### src/rtl/keypad_key_ctrl.sv
// Keypad key controller: freezes row scanning on a press, debounces press and
// release, emits a one-cycle key event with hex code and a two-digit history.
module keypad_key_ctrl #(
   parameter  int DEBOUNCE_CYCLES = 150000,  // must be >= 2
   localparam int CW              = $clog2(DEBOUNCE_CYCLES + 1)
) (
   input  logic       clk,
   input  logic       rst,
   input  logic [3:0] row_idx,
   input  logic [3:0] col_sync,
   input  logic       key_detected,
   output logic       scan_hold,
   output logic       key_valid,
   output logic [3:0] key_code,
   output logic [3:0] digit_new,
   output logic [3:0] digit_old
);

   localparam logic [CW-1:0] DB_LAST = CW'(DEBOUNCE_CYCLES);
   localparam logic [CW-1:0] CNT_ONE = CW'(1);
   localparam logic [CW-1:0] CNT_ZERO = '0;

   typedef enum logic [1:0] {
      S_IDLE     = 2'd0,
      S_DEBOUNCE = 2'd1,
      S_HELD     = 2'd2,
      S_RELEASE  = 2'd3
   } state_t;

   function automatic logic is_one_hot(input logic [3:0] v);
      return (v != 4'd0) && ((v & (v - 4'd1)) == 4'd0);
   endfunction

   function automatic logic [1:0] one_hot_idx(input logic [3:0] v);
      logic [1:0] idx;
      idx = 2'd0;
      case (v)
         4'b0001: idx = 2'd0;
         4'b0010: idx = 2'd1;
         4'b0100: idx = 2'd2;
         4'b1000: idx = 2'd3;
         default: idx = 2'd0;
      endcase
      return idx;
   endfunction

   // Row r, column c -> printed legend of the 4x4 pad
   function automatic logic [3:0] key_map(input logic [1:0] r, input logic [1:0] c);
      logic [3:0] code;
      code = 4'h0;
      case ({r, c})
         4'b00_00: code = 4'h1;
         4'b00_01: code = 4'h2;
         4'b00_10: code = 4'h3;
         4'b00_11: code = 4'hA;
         4'b01_00: code = 4'h4;
         4'b01_01: code = 4'h5;
         4'b01_10: code = 4'h6;
         4'b01_11: code = 4'hB;
         4'b10_00: code = 4'h7;
         4'b10_01: code = 4'h8;
         4'b10_10: code = 4'h9;
         4'b10_11: code = 4'hC;
         4'b11_00: code = 4'hE;
         4'b11_01: code = 4'h0;
         4'b11_10: code = 4'hF;
         4'b11_11: code = 4'hD;
         default:  code = 4'h0;
      endcase
      return code;
   endfunction

   state_t        state, state_n;
   logic [CW-1:0] cnt, cnt_n, cnt_inc;
   logic [3:0]    cap_row, cap_row_n;
   logic [3:0]    cap_col, cap_col_n;
   logic          hold_n, valid_n;
   logic [3:0]    code_n, new_n, old_n;

   logic          valid_sample;
   logic          same_key;
   logic [1:0]    cap_r, cap_c;
   logic          cap_col_high;

   assign valid_sample = key_detected && is_one_hot(row_idx) && is_one_hot(~col_sync);
   assign same_key     = (row_idx == cap_row) && (col_sync == cap_col);
   assign cap_r        = one_hot_idx(cap_row);
   assign cap_c        = one_hot_idx(~cap_col);
   // Only the captured column matters once held; other columns are ignored
   assign cap_col_high = col_sync[cap_c];
   assign cnt_inc      = cnt + CNT_ONE;

   always_comb begin
      state_n   = state;
      cnt_n     = cnt;
      cap_row_n = cap_row;
      cap_col_n = cap_col;
      valid_n   = 1'b0;
      code_n    = key_code;
      new_n     = digit_new;
      old_n     = digit_old;

      case (state)
         S_IDLE: begin
            if (valid_sample) begin
               cap_row_n = row_idx;
               cap_col_n = col_sync;
               cnt_n     = CNT_ONE;
               state_n   = S_DEBOUNCE;
            end
         end

         S_DEBOUNCE: begin
            if (!same_key) begin
               cnt_n   = CNT_ZERO;
               state_n = S_IDLE;
            end else if (cnt_inc == DB_LAST) begin
               cnt_n   = CNT_ZERO;
               state_n = S_HELD;
               valid_n = 1'b1;
               code_n  = key_map(cap_r, cap_c);
               old_n   = digit_new;
               new_n   = key_map(cap_r, cap_c);
            end else begin
               cnt_n = cnt_inc;
            end
         end

         S_HELD: begin
            if (cap_col_high) begin
               cnt_n   = CNT_ONE;
               state_n = S_RELEASE;
            end
         end

         S_RELEASE: begin
            if (!cap_col_high) begin
               cnt_n   = CNT_ZERO;
               state_n = S_HELD;
            end else if (cnt_inc == DB_LAST) begin
               cnt_n   = CNT_ZERO;
               state_n = S_IDLE;
            end else begin
               cnt_n = cnt_inc;
            end
         end

         default: begin
            cnt_n   = CNT_ZERO;
            state_n = S_IDLE;
         end
      endcase

      hold_n = (state_n != S_IDLE);
   end

   always_ff @(posedge clk) begin
      if (rst) begin
         state     <= S_IDLE;
         cnt       <= CNT_ZERO;
         cap_row   <= 4'd0;
         cap_col   <= 4'd0;
         scan_hold <= 1'b0;
         key_valid <= 1'b0;
         key_code  <= 4'd0;
         digit_new <= 4'd0;
         digit_old <= 4'd0;
      end else begin
         state     <= state_n;
         cnt       <= cnt_n;
         cap_row   <= cap_row_n;
         cap_col   <= cap_col_n;
         scan_hold <= hold_n;
         key_valid <= valid_n;
         key_code  <= code_n;
         digit_new <= new_n;
         digit_old <= old_n;
      end
   end

endmodule

### config.mk
export PLATFORM = sky130hd
export DESIGN_NAME = keypad_key_ctrl
export DESIGN_NICKNAME = d
export VERILOG_FILES = /design/src/rtl/keypad_key_ctrl.sv
export SDC_FILE = /design/constraint.sdc
export NUM_CORES = 1
export LEC_CHECK = 0
export BUFFER_PORTS_ARGS = -buffer_cell sky130_fd_sc_hd__buf_2
export CORE_ASPECT_RATIO = 0.8
export CORE_MARGIN = 2
export CORE_UTILIZATION = 55
export CTS_CLUSTER_SIZE = 40
export DETAILED_ROUTE_END_ITERATION = 8
export PLACE_DENSITY = 0.85
export SKIP_CTS_REPAIR_TIMING = 1
export SYNTH_ARGS = -nofsm -noshare
export SYNTH_HDL_FRONTEND = slang
export SYNTH_SLANG_ARGS = --single-unit
### constraint.sdc
create_clock -name clk -period 7.4 [get_ports clk]
set_input_delay 0.37 -clock clk [delete_from_list [all_inputs] [get_ports clk]]
set_output_delay 0.37 -clock clk [all_outputs]
set_load 0.02 [all_outputs]
=== Word level (Yosys, flattened, before mapping) ===
Memory sizes are Yosys's and may differ from the RTL's. A register that Yosys moved wholly into a read port is not among the register bits.
Index checks and enable logic that the tools add are counted.

* Input bits: 11
* Logic and storage cells: 66
* ROM bits: 128
* Register bits: 34
* Memories: 2
* Output and inout port bits: 14

{| class="wikitable"
|+ Memories
! memory !! depth !! width !! read ports !! clocked after Yosys merged registers in !! write ports !! RTL line !! source
|-
| (no name shown) || 16 || 4 || 1 || 1 || 0 || 51 || <nowiki>case ({r, c})</nowiki>
|-
| (no name shown) || 16 || 4 || 1 || 1 || 0 || 51 ||
|}

* Magnitude comparators: 1
* Eq/ne operators: 14
* Bitwise operators: 6
* Add/sub/neg operators: 3
* Reduce and logical (&&, ||, !) cells: 15
* Multiplexer cells: 18

{| class="wikitable"
|+ Operator list
! operator !! count
|-
| $mux 18 || 5
|-
| $pmux 18 s4 || 1
|-
| $add 18x1->18 const B || 1
|-
| $eq 18x18->1 const B || 1
|-
| $mux 2 || 6
|-
| $pmux 2 s3 || 2
|-
| $and 4x4->4 || 2
|-
| $eq 4x2->1 const B || 2
|-
| $eq 4x3->1 const B || 2
|-
| $eq 4x4->1 || 2
|-
| $eq 4x4->1 const B || 2
|-
| $logic_not 4->1 || 2
|-
| $not 4->4 || 2
|-
| $pmux 2 s4 || 1
|-
| $reduce_bool 4->1 || 2
|-
| $sub 4x1->4 const B || 2
|-
| $logic_and 1x1->1 || 5
|-
| $eq 2x2->1 const B || 2
|-
| $ne 2x2->1 const B || 2
|-
| $reduce_and 2->1 || 2
|-
| $lt 2x3->1 const B || 1
|-
| $reduce_and 3->1 || 1
|-
| $reduce_or 3->1 || 1
|-
| $bmux 1 s2 || 1
|-
| other kinds (5) || 7
|}

=== Depth between registers and ports, before layout ===
* Depth in word-level cells: 9
* Gate-level depth with buffers: 11
* Mapped depth without buffers: 9

=== Worst setup path after synthesis ===
OpenSTA, ideal clock, no wires.

* Path type: reg2reg
* Start: reg cnt[0]
* End: reg cnt[17]
* Data required time: 7.338 ns
* Arrival time: 2.385 ns
* Stages on the path, launching flop included: 10
* Buffers on the path: 1
* Library setup time: 0.062 ns
* Slack: 4.953 ns
* Period minus slack after synthesis: 2.447 ns
* Cell sequence: dfxtp_1 -> ha_1 -> nand3_2 -> nor4_1 -> xnor2_1 -> and4b_1 -> buf_6 -> a21o_4 -> or3_1 -> nand3_1

* Cells in the longest elaborated chain, start to end: 5
* Elaborated cells between the ends (all ways): 6
* Those cells by class: 1 x add/sub; 1 x eq/ne; 4 x mux

{| class="wikitable"
|+ Ends and longest elaborated chain
! element !! RTL line !! source
|-
| start, declared || 74 || <nowiki>logic [CW-1:0] cnt, cnt_n, cnt_inc;</nowiki>
|-
| start signal, assigned || 170 || <nowiki>cnt <= cnt_n;</nowiki>
|-
| $add 18x1->18 * || 91 || <nowiki>assign cnt_inc = cnt + CNT_ONE;</nowiki>
|-
| $eq 18x18->1 || 117, 140 ||
|-
| $mux 18 * || 117, 140 ||
|-
| $mux 18 (on tied branches) || 137, 114 ||
|-
| $pmux 18 s4 * || 103 || <nowiki>case (state)</nowiki>
|}

Every way passes the cells marked *; elsewhere a longest branch is shown, timed or not.
A chain may end at the register's enable or synchronous reset.

=== Final worst setup path ===
Same ends and word-level chain as after synthesis.

==> out/qor.yml <==
status: "finished, final reports clean"
start_kind: "register"
clock_sinks: 38
root_buffer: "clkbuf_8"
fp.dieArea_um2: 5280
clock_latency_ns: 0.30
syn_inst: 308
hold_viol: 0
whs_endpoint: "cap_row[0]"
ios: 25
timing.final.crit_share: 0.387
grt_pass1_wl_um: 10000
drc: 0
seqPwrFrac: 0.540
synth-compound-area-share: 0.162
cts_made_buffers: 5
hold_path_depth: 3
yosys.area_share.xor_xnor: 0.0811
synth_adder_area_share: 0.0338
path_clk_slew_ns: 0.08
cts_tree: "done"
hold_path_class: "primary input to register"
cts_buffer_depth: 2
nNetsFinal: 329
p_leak_nw: 1.15
grt_pass1_vias: 2113
ir_drop_mv: 0.0803
drtIter0Drc: 221
power.density_nw_per_um2: 141
design_area_um2: 2720
cp.required_ns: 7.63
switching_share: 0.242
synthArstFlopShare: 0
synthesis.nets: 326
final_common_cell: "dfxtp_1"
setup_tns_ns: 0
ys_warn_count: 0
area_growth_pct: 5.12
layout-drive-gt1-share: 0.163
slew_headroom: 0.429
arrival_ns: 3.10
grt_util_all_layers: 0.243
die_w_um: 80.7
slew_viol_final: 0
grt_max_degree: 27
dr.pass1.iters: 4
die_y_um: 65.4
synth-seq-area-share: 0.294
min_from: "row_idx[0]"
comb_power_share: 0.072
path_class: "register to register"
start_util: 0.567
reg2reg_depth: 8
reg2reg_to: "cnt[17]"
ys_seq_elements: 38
gp_congestion: 0.948
pwr-share-clk: 0.388
h-tree-depth: 2
crit_path_end_kind: "register"
synthSimpleGateAreaFrac: 0.281
num_vias: 2238
r2r_start: "cnt[0]"
synth_ff_type: "dfxtp_1"
worst_pin_slew_ns: 0.849
dpl_cell_area_um2: 2630
r2r_setup_slack_ns: 4.54
syn-cell-area_um2: 2590
grt-ovfl-total: 0
rows: 22
antenna_found_initial: 0
drv_cap: 0
routedWlPerCell_um: 15.1
p_int_mw: 0.292
fin_skew_ns: 0.0153
synth_cell_type_count: 62
synth_edf_count: 0
critPathMaxFanout: 13
rsz0062_at_grt: "false"
core-area_um2: 4570
port_buffers: 24
synth_top_family_by_area: "simple AND/OR/NAND/NOR gates"
holdWs_ns: 0.370
period_minus_slack_ns: 2.86
synthMuxAreaShare: 0.0782
detailed_place_hpwl_um: 4140
vias_per_cell: 6.02
totalWireLength_um: 5620
avgSynthCellArea_um2: 8.41
max_freq_mhz: 349
setup_violations: 0
most-common-layout-cells: "dfxtp_1 (38), nor2_1 (25), nand2_1 (25), buf_2 (24)"
antenna_cells: 0
switchingPower_mw: 0.0932
ant_nets: 0
-- how the worst max path moves through the flow --
stage / endpoint / from / slack (ns)
CTS: digit_new[1] / cnt[0] / 4.56
detailed placement: digit_old[2] / cnt[0] / 4.58
floorplan: cnt[17] / cnt[0] / 4.95
finish: cnt[17] / cnt[0] / 4.54
global placement: digit_old[3] / cnt[0] / 4.75
global route: digit_new[1] / cnt[0] / 4.21
-- sequential cells by signal, indices dropped and copies added (netlist names) --
signal     cells
state          2
cap_col        4
digit_new      4
cnt           18
key_valid      1
scan_hold      1
cap_row        4
digit_old      4
-- power groups by stage --
stage	registers [mW]	clock network, mW	logic, mW
after floorplan	0.211	0	0.0203
after global placement	0.212	0	0.0266
after detailed placement	0.213	0	0.0274
after global routing	0.208	0.162	0.0314
final	0.208	0.149	0.0278
after CTS	0.208	0.152	0.0275
-- cell usage after synthesis, types with 3 or more instances --
cell      number  area (um^2)
nor4_2         3         37.5
nand2_1       25         93.8
nor3_1        10         50.1
a22o_1         3         26.3
nand4_1        3         18.8
or3_1          7         43.8
o21a_1         3         22.5
mux2i_1       18          180
buf_6          3         33.8
o21ai_1       10         50.1
nand4b_1       4         35.0
buf_2          8         40.0
buf_4          4         30.0
dfxtp_1       38          761
a21o_1         4         30.0
ha_1           7         87.6
and3_1         4         25.0
nor4_1         3         18.8
a21oi_1        8         40.0
nand3_1       16         80.1
o21ai_0       14         70.1
nor2_1        25         93.8
clkbuf_1      10         37.5
xnor2_1       18          158
inv_1          8         30.0
xor2_1         6         52.6
-- final cells by class --
cell class / instances / area (um^2)
Clock inverter: 1 / 5.00
Tap cell: 60 / 75.1
Timing Repair Buffer: 24 / 120
Clock buffer: 7 / 86.3
Sequential cell: 38 / 761
Inverter: 8 / 30.0
Multi-Input combinational cell: 234 / 1650
Fill cell: 416 / 1850
-- routing by layer --
| metal | global-route usage | vias up | wire [um] | share of wire |
|---|---|---|---|---|
| met5 | 0 | - | 0 | 0 |
| met4 | 0.0593 | 0 | 54 | 0.0096 |
| met3 | 0.0673 | 8 | 304 | 0.054 |
| met2 | 0.360 | 50 | 2570 | 0.46 |
| met1 | 0.350 | 1067 | 2700 | 0.48 |
| li1 | - | 1113 | - | - |
-- worst max-delay path, stage by stage (launching register included) --
cell	delay (ns)
dfxtp_1	0.48
ha_1	0.34
nand3_2	0.24
nor4_1	0.44
xnor2_1	0.22
and4b_1	0.32
a21o_4	0.31
or3_1	0.36
nand3_1	0.08
-- cell families (layout without fill, tap and decap cells) --
| family | after synthesis | count (layout) |
|---|---|---|
| xor+xnor | 24 | 24 |
| buf+inv | 36 | 40 |
| fa+ha+maj | 7 | 7 |
| mux | 19 | 19 |
| flops | 38 | 38 |
| simple gates | 124 | 124 |
| compound gates | 60 | 60 |
-- per-stage QoR --
| stage | std cells | util | total power, mW | setup slack [ns] |
|---|---|---|---|---|
| floorplan | 308 | - | 0.232 | 4.95 |
| global placement | 364 | 0.576 | 0.239 | 4.75 |
| detailed placement | 364 | 0.576 | 0.240 | 4.58 |
| CTS | 372 | 0.596 | 0.388 | 4.56 |
| global route | 372 | 0.596 | 0.402 | 4.21 |
| finish | 372 | 0.596 | 0.385 | 4.54 |
No activity file was read; power rests on OpenSTA's default activity.
